## src/rtl/cu_sequencer.sv

```systemverilog
// cu_sequencer: phase FSM (FETCH/DECODE/EXEC/HALT) of the multi-cycle CPU.
// Decodes the instruction class in DECODE and routes the matching generator
// control word to the datapath. While a memory wait is pending, the architectural
// write-enables are masked.
// Optional build macro CU_PERF_CNT_EN adds the retired_cnt and stall_cnt counters.
module cu_sequencer #(
  parameter int CUL       = 36,
  parameter int STEP_W    = 4,
  parameter int MAX_STEPS = 8
) (
  input  logic              clock,
  input  logic              reset,
  input  logic [31:0]       IR,
  input  logic [3:0]        status,
  input  logic              mem_ready,
  input  logic [CUL:0]      cw_fetch,
  input  logic [CUL:0]      cw_dpi,
  input  logic [CUL:0]      cw_dpr,
  input  logic [CUL:0]      cw_ls,
  input  logic [CUL:0]      cw_br,
  input  logic              done_dpi,
  input  logic              done_dpr,
  input  logic              done_ls,
  input  logic              done_br,
  output logic [STEP_W-1:0] state,
  output logic [1:0]        phase,
  output logic [CUL:0]      controlWord,
  output logic              stall,
  output logic              halted,
  output logic              illegal
`ifdef CU_PERF_CNT_EN
  ,
  output logic [31:0]       retired_cnt,
  output logic [31:0]       stall_cnt
`endif
);

  typedef enum logic [1:0] {
    PH_FETCH  = 2'b00,
    PH_DECODE = 2'b01,
    PH_EXEC   = 2'b10,
    PH_HALT   = 2'b11
  } phase_t;

  typedef enum logic [2:0] {
    CL_NONE, CL_DPI, CL_DPR, CL_LS, CL_BR, CL_ILLEGAL
  } class_t;

  localparam logic [STEP_W-1:0] LAST_STEP = STEP_W'(MAX_STEPS - 1);

  phase_t       phase_q;
  class_t       cls_q;
  class_t       dec_cls;
  logic [CUL:0] sel_cw;
  logic         sel_done;
  logic [CUL:0] cw;

  // NZCV is consumed by the generators only
  logic unused_status;
  assign unused_status = ^status;

  assign phase = phase_q;

  // Opcode field classification; earlier patterns take priority over later ones
  function automatic class_t decode_class(input logic [3:0] op);
    casez (op)
      4'b100?: return CL_DPI;
      4'b101?: return CL_BR;
      4'b?101: return CL_DPR;
      4'b?1?0: return CL_LS;
      default: return CL_ILLEGAL;
    endcase
  endfunction

  assign dec_cls = decode_class(IR[28:25]);

  // Select the generator word and its done flag for the latched class
  always_comb begin
    sel_cw   = '0;
    sel_done = 1'b0;
    case (cls_q)
      CL_DPI:  begin sel_cw = cw_dpi; sel_done = done_dpi; end
      CL_DPR:  begin sel_cw = cw_dpr; sel_done = done_dpr; end
      CL_LS:   begin sel_cw = cw_ls;  sel_done = done_ls;  end
      CL_BR:   begin sel_cw = cw_br;  sel_done = done_br;  end
      default: ;
    endcase
  end

  // Memory-wait detection and the outgoing control word, with write-enables masked during a stall
  always_comb begin
    stall = 1'b0;
    cw    = '0;
    case (phase_q)
      PH_FETCH: begin
        cw    = cw_fetch;
        stall = !mem_ready;
      end
      PH_EXEC: begin
        cw    = sel_cw;
        stall = (cls_q == CL_LS) && sel_cw[13] && !mem_ready;
      end
      default: ;
    endcase
    if (stall) begin
      cw[15]  = 1'b0;   // w_reg
      cw[9]   = 1'b0;   // IR_load
      cw[8]   = 1'b0;   // status_load
      cw[1:0] = 2'b00;  // PC_FS
    end
    cw[CUL]     = 1'b0;   // spare bit is never driven high
    controlWord = cw;
  end

  // Phase FSM with the exec step counter, the class latch and the halt flags
  always_ff @(posedge clock or posedge reset) begin
    if (reset) begin
      phase_q <= PH_FETCH;
      state   <= '0;
      cls_q   <= CL_NONE;
      halted  <= 1'b0;
      illegal <= 1'b0;
    end else begin
      case (phase_q)
        PH_FETCH: begin
          if (mem_ready) phase_q <= PH_DECODE;
        end
        PH_DECODE: begin
          state <= '0;
          cls_q <= dec_cls;
          if (IR == 32'hFFFF_FFFF) begin
            phase_q <= PH_HALT;
            halted  <= 1'b1;
          end else if (dec_cls == CL_ILLEGAL) begin
            phase_q <= PH_HALT;
            halted  <= 1'b1;
            illegal <= 1'b1;
          end else begin
            phase_q <= PH_EXEC;
          end
        end
        PH_EXEC: begin
          // a stalled step neither advances nor counts toward the watchdog
          if (!stall) begin
            if (sel_done) begin
              phase_q <= PH_FETCH;
              state   <= '0;
            end else if (state == LAST_STEP) begin
              phase_q <= PH_HALT;
              state   <= '0;
              halted  <= 1'b1;
              illegal <= 1'b1;
            end else begin
              state <= state + STEP_W'(1);
            end
          end
        end
        default: ;  // HALT is left only through reset
      endcase
    end
  end

`ifdef CU_PERF_CNT_EN
  // Performance counters; both wrap naturally at 2^32
  always_ff @(posedge clock or posedge reset) begin
    if (reset) begin
      retired_cnt <= '0;
      stall_cnt   <= '0;
    end else begin
      if (stall) stall_cnt <= stall_cnt + 32'd1;
      if (phase_q == PH_EXEC && !stall && sel_done) retired_cnt <= retired_cnt + 32'd1;
    end
  end
`endif

endmodule

```

## config.mk

```make
export PLATFORM = sky130hd
export DESIGN_NAME = cu_sequencer
export DESIGN_NICKNAME = d
export VERILOG_FILES = /design/src/rtl/cu_sequencer.sv
export SDC_FILE = /design/constraint.sdc
export NUM_CORES = 1
export LEC_CHECK = 0
export CORE_AREA = 3 3 105 107
export CTS_CLUSTER_DIAMETER = 100
export DETAILED_ROUTE_END_ITERATION = 10
export DIE_AREA = 0 0 108 110
export HOLD_SLACK_MARGIN = 0.12
export PLACE_DENSITY = 0.66
export SYNTH_ARGS = -nofsm -noshare
export SYNTH_HDL_FRONTEND = slang
export SYNTH_SLANG_ARGS = --single-unit
```

## constraint.sdc

```tcl
create_clock -name clock -period 2.7 [get_ports clock]
set_clock_uncertainty 0.15 [all_clocks]
set_input_delay 0.405 -clock clock [delete_from_list [all_inputs] [get_ports clock]]
set_output_delay 0.405 -clock clock [all_outputs]
set_load 0.01 [all_outputs]
```

==> impl_metrics.env, run 1 <==
export IMPL_status="finished clean"
export IMPL_antenna_found_initial=5
export IMPL_root_buffer="clkbuf_8"
export IMPL_num_io_pins=274
export IMPL_grt_busiest_layer="met2"
export IMPL_peakVddDrop_uv=385.4
export IMPL_wl_um=12950
export IMPL_place_ws_ns=-0.004911
export IMPL_setup_tns_final_ns=0
export IMPL_ys_top_cells_by_area="dfrtp_1 14%, a221oi_1 14%, a22o_1 14%"
export IMPL_use_met3_pct=6.290
export IMPL_nNetsFinal=769
export IMPL_fin_ws_ns=0.1114
export IMPL_clkSinkCount=11
export IMPL_drive_gt1_share_pct=8.598
export IMPL_hpwl_um=10370
export IMPL_ys_seq_area_share_pct=13.93
export IMPL_port_buffers=263
export IMPL_postSynthAreaPerCell_um2=7.317
export IMPL_critPathCaptureType="output port"
export IMPL_dr_pass1_iters=5
export IMPL_start_util_pct=19.31
export IMPL_syn_nets=503
export IMPL_critPathMaxFanout=18
export IMPL_synthesis_area_um2=1976
export IMPL_dp_cells=661
export IMPL_rsz0062_at_grt="false"
export IMPL_via_per_inst=5.034
export IMPL_synth_top_cell_by_area="dfrtp_1"
export IMPL_whs_ns=0.3196
export IMPL_met1_usage_pct=21.48
export IMPL_synthCells=270
export IMPL_hold_path_class="in -> async"
export IMPL_fin_cells=672
export IMPL_grt_max_degree=38
export IMPL_ys_seq_elements=11
export IMPL_power_mw=3.083
export IMPL_setup_viol=0
export IMPL_arrival_ns=2.03
export IMPL_cts_tree="done"
export IMPL_slew_violations=0
export IMPL_ys_types=45
export IMPL_drt_iter0_markers=204
export IMPL_cts_max_path_buffers=2
export IMPL_power_per_cell_area_nw_per_um2=619.2
export IMPL_grt_pass1_wl_um=17800
export IMPL_dr_total_vias=3383
export IMPL_drv_cap=0
export IMPL_core_area_um2=10230
export IMPL_hold_viol=0
export IMPL_routedWlPerCell_um=19.27
export IMPL_start_kind="register"
export IMPL_ys_async_sr_fraction_pct=100.0
export IMPL_max_freq_ghz=0.3863
export IMPL_min_period_ns=2.589
export IMPL_grt_util_all_layers_pct=19.17
export IMPL_synth_enable_flop_cells=0
export IMPL_overflow=0
export IMPL_synth_warnings=0
export IMPL_period_share_pct=95.87
export IMPL_area_growth_pct=152.0
export IMPL_synth_flop_cell="dfrtp_1"
export IMPL_clk_pin_slew_ns=0.05
export IMPL_die_area_um2=11880
export IMPL_core_rowCount=37
export IMPL_place_congestion=0.8741
export IMPL_yosys_area_top_type_share_pct=13.93
export IMPL_cp_required_ns=2.14
export IMPL_cts_buffers=3
export IMPL_use_met2_pct=35.08
export IMPL_cellLeakagePower_nw=1.979
export IMPL_worstSetupPathType="reg -> out"
export IMPL_ctsHoldBuffers=0
export IMPL_htree_levels=1
export IMPL_die_h_um=110
export IMPL_grt_pass1_vias=3313
export IMPL_fp_dieW_um=108
export IMPL_insertion_delay_ns=0.23
export IMPL_ant_nets=0
export IMPL_drc_errors=0
layout make-up:
class	instances	area, um2
Tap cell	136	170.2
Multi-Input combinational cell	223	1590
Inverter	11	41.29
Sequential cell	11	279.0
Timing Repair Buffer	286	2850
Fill cell	1020	5253
Clock buffer	4	45.04
Antenna cell	1	2.502
power breakdown:
part / total [mW] / switching [mW] / internal (mW)
combinational: 2.60 / 1.23 / 1.37
clock: 0.164 / 0.0603 / 0.104
sequential: 0.316 / 0.0892 / 0.227
worst max-delay path, stage by stage (launching register included):
cell           delay [ns]
dfrtp_2              0.45
buf_4                0.17
nor3b_4              0.24
buf_4                0.18
buf_16               0.16
a22o_1               0.13
a221oi_1             0.04
o21ai_0              0.14
dlygate4sd2_1        0.29
Yosys cell counts, types with 3 or more instances:
| master | count |
|---|---|
| clkbuf_1 | 8 |
| a21oi_1 | 7 |
| and3b_1 | 3 |
| a22o_1 | 31 |
| dfrtp_1 | 11 |
| nor2b_1 | 4 |
| o21ai_0 | 36 |
| buf_2 | 13 |
| nand4_1 | 10 |
| ha_1 | 5 |
| inv_1 | 10 |
| nand3_1 | 4 |
| a22oi_1 | 10 |
| nand2_1 | 42 |
| a21o_1 | 5 |
| buf_4 | 4 |
| a221oi_1 | 31 |
per-stage QoR:
step           util (%)  cell area [um2]
3_3_place_gp      47.50             4860
6_report          48.66             4979
3_5_place_dp      47.50             4860
4_1_cts           48.49             4961
2_1_floorplan         -             1976
5_1_grt           48.66             4979
final timing paths:
check,startpoint,to,slack (ns),depth (start not counted)
max,cls_q[0],controlWord[33],0.11,8
min,reset,illegal,0.32,2
max reg2reg,phase[0],phase[0],0.56,6
min reg2reg,halted,halted,0.37,1
max in group asynchronous,reset,cls_q[2],1.76,2
min in group clock,halted,halted,0.37,1
per-layer routing:
layer | up-vias | routed length (um)
met4 | 8 | 270
met5 | - | 55
met3 | 24 | 1331
met2 | 168 | 6391
met1 | 1565 | 4899
li1 | 1618 | -
cell usage in the layout (no fill, tap or decap), drive strengths merged, types with 8 or more instances in the layout:
| cell | n |
|---|---|
| clkdlybuf4s50 | 227 |
| nand2 | 42 |
| o21ai | 37 |
| dlygate4sd2 | 35 |
| a22o | 31 |
| a221oi | 31 |
| buf | 23 |
| inv | 11 |
| dfrtp | 11 |
| nand4 | 10 |
| a22oi | 10 |
| a21oi | 8 |
registers in the layout (all words and copies together) (netlist names):
register and cells:
cls_q 3, halted 1, illegal 1, phase 2, state 4
cells by family (layout without fill, tap and decap cells):
kind of cell / Yosys count / count (layout) / synth area share (%)
compound gates: 139 / 139 / 53.20
simple gates: 77 / 77 / 20.33
buf+inv: 36 / 301 / 8.423
flops: 11 / 11 / 13.93
fa+ha+maj: 5 / 5 / 3.167
other cells: 1 / 2 / 0.1898
mux: 1 / 1 / 0.7598
what timing repair did:
action                                  CTS  global route
buffers inserted                          5             0
cloned                                    1             0
pin swaps                                 1             0
endpoints found under the setup margin   36             4
gates resized for setup                  51             6
(Power assumes the default switching activity.)
==> inputs of run 2 (changes only) <==
--- a/config.mk
+++ b/config.mk
@@ -9,8 +9,9 @@
 export CTS_CLUSTER_DIAMETER = 100
 export DETAILED_ROUTE_END_ITERATION = 10
 export DIE_AREA = 0 0 108 110
+export DONT_BUFFER_PORTS = 1
 export HOLD_SLACK_MARGIN = 0.12
-export PLACE_DENSITY = 0.66
+export SLEW_MARGIN = 20
 export SYNTH_ARGS = -nofsm -noshare
 export SYNTH_HDL_FRONTEND = slang
 export SYNTH_SLANG_ARGS = --single-unit
==> run 2 against run 1 <==
Core utilization decreased by 24 points. Clock power about the same. Critical path depth decreased by 2. Hold slack got worse by 0.15 ns. Global-route usage decreased by 5.9 points. Critical path type unchanged. Largest power group unchanged.
==> impl_metrics.env, run 2 (synthesis gave the netlist of run 1 again) <==
export IMPL_status="finished clean"
export IMPL_path_cells="nor3b_4 > buf_4 > a22o_1 > a221oi_1 > o21ai_0 > buf_4"
export IMPL_whs_ns=0.1729
export IMPL_reg2reg_to="phase[0]"
export IMPL_cp_common_cell="buf_4"
export IMPL_ant_nets=0
export IMPL_hold_path_class="in -> reg"
export IMPL_power_mw=2.507
export IMPL_port_buffers=0
export IMPL_dr_pass1_iters=4
export IMPL_num_io_pins=274
export IMPL_core_rowCount=37
export IMPL_crit_slowest_cell="dfrtp_1"
export IMPL_hold_end="cls_q[1]"
export IMPL_clk_pin_slew_ns=0.05
export IMPL_critPathBufInv=2
export IMPL_min_period_ns=2.597
export IMPL_rr_worst_depth=7
export IMPL_worstSetupPathType="reg -> out"
export IMPL_core_area_um2=10230
export IMPL_cpPeakStageDelay_ns=0.46
export IMPL_start_kind="register"
export IMPL_drv_cap=0
export IMPL_slew_violations=0
export IMPL_mostFrequentLayoutCell="buf_4"
export IMPL_dr_total_vias=2541
export IMPL_holdPathStages=2
export IMPL_critPathTopFamily="compound AO/OA/AOI/OAI gates"
export IMPL_r2r_start="phase[0]"
export IMPL_antenna_found_initial=0
export IMPL_via_per_inst=5.882
export IMPL_critPathCaptureType="output port"
export IMPL_most_common_layout_cells="44 x buf_4, 42 x nand2_1, 36 x o21ai_0"
export IMPL_rrSetupSlack_ns=0.45
export IMPL_grt_max_degree=38
export IMPL_cts_tree="done"
export IMPL_htree_levels=1
export IMPL_place_congestion=0.7417
export IMPL_hpwl_um=7952
export IMPL_root_buffer="clkbuf_8"
export IMPL_drt_iter0_markers=247
export IMPL_setup_tns_final_ns=0
export IMPL_drc_errors=0
export IMPL_dpl_cell_area_um2=2392
export IMPL_crit_start="cls_q[2]"
export IMPL_hold_viol=0
export IMPL_clkSinkCount=11
export IMPL_insertion_delay_ns=0.24
export IMPL_overflow=0
export IMPL_holdCritStartpoint="IR[27]"
export IMPL_cellLeakagePower_nw=0.9261
export IMPL_largest_register="state"
export IMPL_finish_instance_area_um2=2489
export IMPL_fillers=1135
export IMPL_area_growth_pct=25.97
export IMPL_grt_pass1_vias=2231
export IMPL_largest_reg_flops=4
export IMPL_cts_max_path_buffers=2
export IMPL_power_per_cell_area_nw_per_um2=1007
export IMPL_cts_buffers=3
export IMPL_fp_dieW_um=108
export IMPL_grt_pass1_wl_um=12320
export IMPL_grt_util_all_layers_pct=13.30
export IMPL_arrival_ns=2.04
export IMPL_period_share_pct=96.19
export IMPL_peakVddDrop_uv=520.3
export IMPL_start_util_pct=19.31
export IMPL_nNetsFinal=530
export IMPL_critPathMaxFanout=21
export IMPL_die_h_um=110
export IMPL_setup_viol=0
export IMPL_rsz0062_at_grt="false"
export IMPL_die_area_um2=11880
export IMPL_wl_um=9728
export IMPL_max_freq_ghz=0.3850
export IMPL_drive_gt1_share_pct=22.30
export IMPL_routedWlPerCell_um=22.52
export IMPL_n_antenna_cell=0
export IMPL_cp_required_ns=2.14
[run 2: cell count changes in the layout (fill, tap and decap cells not counted), moves of 3 or more]
| cell | previous run | this run |
|---|---|---|
| a221oi_1 | 26 | 30 |
| a221oi_2 | 5 | 1 |
| buf_12 | 5 | 2 |
| buf_4 | 14 | 44 |
| buf_6 | 3 | 0 |
| clkdlybuf4s50_1 | 227 | 0 |
| dlygate4sd2_1 | 35 | 0 |
| o21ai_0 | 32 | 36 |
| o21ai_1 | 4 | 0 |
[run 2: timing repair]
action,in CTS,in global routing
hold endpoints to repair,11,0
setup endpoints to repair,10,14
hold buffers,1,0
gates resized for setup,1,6
pin swaps,1,1
setup buffers,2,0
cloned,0,0
[run 2: worst max-delay path by stage]
stage                      end  cells past startpoint
2_1_floorplan         phase[0]                      6
3_3_place_gp   controlWord[34]                      5
3_5_place_dp   controlWord[34]                      5
4_1_cts         controlWord[6]                      6
5_1_grt        controlWord[17]                      8
6_report       controlWord[34]                      6
[run 2: stage by stage]
step / worst slack [ns] / util [%] / std cells
floorplan: 0.5946 / - / 270
global placement: 0.2003 / 23.38 / 425
detailed placement: 0.1843 / 23.38 / 425
CTS: 0.04995 / 24.15 / 432
global route: 0.0008109 / 24.32 / 432
finish: 0.1029 / 24.32 / 432
[run 2: report_power, final]
| part | internal, mW | switching (mW) |
|---|---|---|
| sequential | 0.225 | 0.116 |
| combinational | 0.926 | 1.08 |
| clock | 0.101 | 0.0633 |
[run 2: layout make-up]
cell class	instances	area, um2	area share, %
multi-input combinational	223	1573	63.20
sequential	11	277.8	11.16
timing repair buffer	47	380.4	15.28
clock inverter	1	5.005	0.2011
tap	136	170.2	6.838
inverter	11	41.29	1.659
clock buffer	3	41.29	1.659
[run 2: per-layer routing]
| layer | track usage (%) | routed length (um) | up-vias |
|---|---|---|---|
| met5 | 0 | 0 | - |
| met3 | 2.330 | 1031 | 7 |
| met1 | 16.23 | 3539 | 1202 |
| met4 | 1.713 | 60 | 0 |
| li1 | - | - | 1138 |
| met2 | 25.00 | 5097 | 194 |
[run 2: worst register-to-register path, cell delays in order (launching register included)]
cell      delay [ns]
dfrtp_1         0.47
inv_1           0.10
ha_2            0.25
and3b_1         0.23
a21oi_2         0.26
inv_2           0.13
a311oi_1        0.37
o32a_1          0.22
